## config.mk

```make
export PLATFORM = sky130hd
export DESIGN_NAME = sd_pcm_serializer
export DESIGN_NICKNAME = d
export VERILOG_FILES = /design/src/rtl/sd_pcm_serializer.sv
export SDC_FILE = /design/constraint.sdc
export NUM_CORES = 1
export LEC_CHECK = 0
export BUFFER_PORTS_ARGS = -buffer_cell sky130_fd_sc_hd__buf_2
export CAP_MARGIN = 20
export CORE_AREA = 2 2 215 111
export CTS_CLUSTER_DIAMETER = 50
export DETAILED_ROUTE_END_ITERATION = 12
export DIE_AREA = 0 0 217 113
export SLEW_MARGIN = 20
export SYNTH_ARGS = -nofsm -noshare
export SYNTH_HDL_FRONTEND = slang
export SYNTH_SLANG_ARGS = --single-unit
```

## constraint.sdc

```tcl
create_clock -name clk -period 3.9 [get_ports clk]
set_input_delay 0.39 -clock clk [delete_from_list [all_inputs] [get_ports clk]]
set_output_delay 0.39 -clock clk [all_outputs]
set_load 0.05 [all_outputs]
```

## src/rtl/sd_pcm_serializer.sv

```systemverilog
// rtl/sd_pcm_serializer.sv - PCM word FIFO and framed MSB-first serializer (optional parity: SD_PCM_PARITY_EN)
module sd_pcm_serializer #(
    parameter int DW       = 16,
    parameter int DEPTH    = 8,
    parameter int CLK_DIV  = 4,
    parameter int GAP_BITS = 2
) (
    input  logic                     clk,
    input  logic                     rst_n,
    input  logic [DW-1:0]            din,
    input  logic                     din_valid,
    input  logic                     enable,
    input  logic                     ovf_clr,
    output logic                     sclk,
    output logic                     fs,
    output logic                     sdo,
    output logic [$clog2(DEPTH):0]   fifo_level,
    output logic                     ovf
);
    localparam int AW = $clog2(DEPTH);
`ifdef SD_PCM_PARITY_EN
    localparam int NB = DW + 1;
`else
    localparam int NB = DW;
`endif
    localparam int CW = (CLK_DIV > 2) ? $clog2(CLK_DIV) : 1;
    localparam int BW = $clog2(NB);
    localparam int GW = $clog2(GAP_BITS + 1);

    localparam logic [1:0] IDLE  = 2'd0;
    localparam logic [1:0] SHIFT = 2'd1;
    localparam logic [1:0] GAP   = 2'd2;

    logic [DW-1:0] mem [DEPTH];
    logic [AW:0]   wptr, rptr;
    logic          full, empty, pop, wr, wrap, gap_done;
    logic [1:0]    state;
    logic [CW-1:0] cnt;
    logic [BW-1:0] bitcnt;
    logic [GW-1:0] gapcnt;
    logic [NB-1:0] shreg;
    logic [NB-1:0] head_word;

    assign fifo_level = wptr - rptr;
    assign empty      = (wptr == rptr);
    assign full       = (wptr[AW] != rptr[AW]) && (wptr[AW-1:0] == rptr[AW-1:0]);
    assign wrap       = (cnt == CW'(CLK_DIV - 1));
    assign gap_done   = (state == GAP) && wrap && (gapcnt == GW'(GAP_BITS - 1));
    assign pop        = enable && !empty && ((state == IDLE) || gap_done);
    // A pop in the same cycle frees the slot, so a write while full still lands.
    assign wr         = din_valid && (!full || pop);

`ifdef SD_PCM_PARITY_EN
    assign head_word  = {mem[rptr[AW-1:0]], ^mem[rptr[AW-1:0]]};
`else
    assign head_word  = mem[rptr[AW-1:0]];
`endif

    assign sclk = (state != IDLE) && (cnt < CW'(CLK_DIV / 2));
    assign sdo  = (state == SHIFT) && shreg[NB-1];
    assign fs   = (state == SHIFT) && (bitcnt == '0);

    // FIFO storage and pointers; a dropped write leaves everything untouched.
    always_ff @(posedge clk or negedge rst_n) begin
        if (!rst_n) begin
            wptr <= '0;
            rptr <= '0;
            for (int i = 0; i < DEPTH; i++) mem[i] <= '0;
        end else begin
            if (wr) begin
                mem[wptr[AW-1:0]] <= din;
                wptr <= wptr + 1'b1;
            end
            if (pop) rptr <= rptr + 1'b1;
        end
    end

    // Sticky overflow; a simultaneous overflowing write beats the clear.
    always_ff @(posedge clk or negedge rst_n) begin
        if (!rst_n)                      ovf <= 1'b0;
        else if (din_valid && full && !pop) ovf <= 1'b1;
        else if (ovf_clr)                ovf <= 1'b0;
    end

    // Frame sequencer: bit divider, shift register and IDLE/SHIFT/GAP control.
    always_ff @(posedge clk or negedge rst_n) begin
        if (!rst_n) begin
            state  <= IDLE;
            cnt    <= '0;
            bitcnt <= '0;
            gapcnt <= '0;
            shreg  <= '0;
        end else begin
            cnt <= (state == IDLE || wrap) ? '0 : cnt + CW'(1);
            case (state)
                IDLE: begin
                    if (pop) begin
                        shreg  <= head_word;
                        bitcnt <= '0;
                        state  <= SHIFT;
                    end
                end
                SHIFT: begin
                    if (wrap) begin
                        if (bitcnt == BW'(NB - 1)) begin
                            gapcnt <= '0;
                            state  <= GAP;
                        end else begin
                            shreg  <= {shreg[NB-2:0], 1'b0};
                            bitcnt <= bitcnt + BW'(1);
                        end
                    end
                end
                GAP: begin
                    if (gap_done) begin
                        if (pop) begin
                            shreg  <= head_word;
                            bitcnt <= '0;
                            state  <= SHIFT;
                        end else begin
                            state  <= IDLE;
                        end
                    end else if (wrap) begin
                        gapcnt <= gapcnt + GW'(1);
                    end
                end
                default: state <= IDLE;
            endcase
        end
    end
endmodule

```

==> metrics.txt <==
Flop pwr share 43.1%; vias per inst 5.05; Synth Register Bits 163; most common cell after layout, fill and taps aside mux2_2; Clock power frac 26.8%; Final Slew Violations 0; routed wire length 17000 um; Hold Path Class in2async; Sw Ratio 28.9%; outcome finished, final reports clean; setup TNS 0 ps; fin crit share 82.3%; Syn Nets 599; Initial Util 34.6%; synthesized cell area 7800 um^2; Combinational Power Share 30.1%; Post-CTS Setup Inserts 0; CTS Hold Bufs 0; fin nets 626; Data arrival, critical path 3520 ps; io pins 29; average size of a mapped cell 13.7 um^2; first-pass GRT wire length 28200 um; vias 4616; gate count of the mapped netlist 568; synth unique cells 51; most frequent cells in the layout mux2_2, dfrtp_1, o22ai_1; layout cells sized above 1 47.9%; FMAX 312 MHz; Die Wd 217 um; Worst Path Max Fanout 17; Crit Path Category reg2reg; Period minus WS final 3210 ps; Core Footprint 22500 um^2; RSZ-0062 raised after global routing no; grt total ovfl 0; Fin. Hold Viols 0; First DRT Iteration DRCs 316; clock root cell clkbuf_16; hpwl dp 10100 um; CTS max path bufs 2; CP startpoint kind flip-flop; CP endpoint kind flip-flop; initial antenna violation count 0; Port Buffer Count 28; hold slack 75.8 ps; CTS sink count 163; # resized after CTS 0; Final ANT Viol Nets 0; Main synth FF type dfrtp_1; Clock transition at path regs 60 ps; Core Rows 39; Final setup viols 0; cell-internal power 4.56 mW; Die ar. 24500 um^2; required time worst endpoint 4210 ps; Slew @ Worst Pin 1060 ps; largest net degree at the start of global routing 100; Synth-to-Final Area Change 13.6%; sequential area share after synthesis 52.3%; max_slew headroom 29.1%; worst-skew pair later-pin latency 420 ps; WL per Instance 18.6 um; CTS tree built; Clock Skew 9.80 ps; total of warnings raised by yosys 0; Ant. Diodes 0; routability cong. 0.768; asr flop ratio synth 100%; max-cap check violation count 0; Pre-antenna DRT Iters 4; sw power 1.85 mW; cts bufs inserted 17; H-tree levels 4; power per cell area 723 nW/um^2; DRC viols 0; Static Leak 3.81 nW; vias in the first global route 5044; GRT Total Usage 14.9%; die height 113 um; Max VDD drop 0.262 mV; EDFF count, synth 0
## final cells by class
cell class,instances,area [um^2]
clock buffers,21,470
clock inverters,10,131
fillers,2139,13700
inverters,11,41.3
multi-input cells,362,3510
flip-flops and latches,163,4080
well taps,307,384
repair buffers,40,249
## cell usage after synthesis (4+ instances only)
cell type,n,area share (%)
mux2_2,198,29
dfrtp_1,163,52
o22ai_1,32,2.6
nand2_1,25,1.2
o31ai_1,15,1.4
clkbuf_1,13,0.63
buf_2,11,0.71
inv_1,11,0.53
ha_1,9,1.4
mux2_4,9,1.7
nor2_1,9,0.43
xnor2_1,7,0.79
nor2b_1,5,0.40
buf_4,4,0.38
## metal layers
layer / track usage (%) / up-vias / wire (um)
met2: 23.9 / 48 / 7850
met4: 4.93 / 0 / 231
met3: 2.66 / 18 / 418
met1: 20.6 / 2420 / 8460
met5: 0 / - / 0
li1: - / 2130 / -
## logic make-up after synthesis
family / count (synthesis) / synth area share [%]
multiplexers: 210 / 30.9
flip-flops: 163 / 52.3
AO/OA/AOI/OAI: 67 / 6.05
AND/OR/NAND/NOR: 65 / 5.15
buffers and inverters: 43 / 2.84
XOR/XNOR: 10 / 1.12
adder cells (fa/ha/maj): 10 / 1.70
## stage by stage
step | utilization [%] | total power [mW] | area [um^2] | setup slack (ps) | cells
after floorplan | - | 4.28 | 7800 | 1130 | 568
after global placement | 36.7 | 4.64 | 8260 | 805 | 883
after detailed placement | 36.7 | 4.73 | 8260 | 733 | 883
after CTS | 39.3 | 6.47 | 8870 | 697 | 914
after global routing | 39.3 | 6.79 | 8870 | 536 | 914
final | 39.3 | 6.41 | 8870 | 690 | 914
## final timing paths
kind	startpoint	endpoint	slack, ps	cells after the start
setup / recovery	wptr[0]$_DFFE_PN0P_	mem[6]$_DFFE_PN0P_	690	6
hold / removal	rst_n	mem[62]$_DFFE_PN0P_	80	1
setup reg to reg	wptr[0]$_DFFE_PN0P_	mem[6]$_DFFE_PN0P_	690	6
hold reg to reg	cnt[0]$_DFF_PN0_	cnt[0]$_DFF_PN0_	440	1
max in group asynchronous	rst_n	rptr[0]$_DFFE_PN0N_	2920	2
min in group clk	ovf_clr	ovf$_DFFE_PN0P_	170	2
## critical path, cell delays in order, from the launching register on
cell and delay, ps:
dfrtp_1 600, inv_1 190, ha_1 330, and3_1 210, o211a_1 440, or3b_1 890
mux2_2 420
## power by group through the flow
stage,Sequential [mW],Clock [mW],Combinational (mW)
2_1_floorplan,2.65,0,1.63
3_3_place_gp,2.74,0,1.89
3_5_place_dp,2.79,0,1.94
4_1_cts,2.76,1.76,1.95
5_1_grt,2.86,1.83,2.10
6_report,2.76,1.72,1.93
## sequential cells by signal, indices dropped and copies added, names as in the netlist
name	count
bitcnt	4
cnt	2
gapcnt	2
mem	128
ovf	1
rptr	4
shreg	16
state	2
wptr	4
Note: power is estimated with default switching activity, not from simulation.
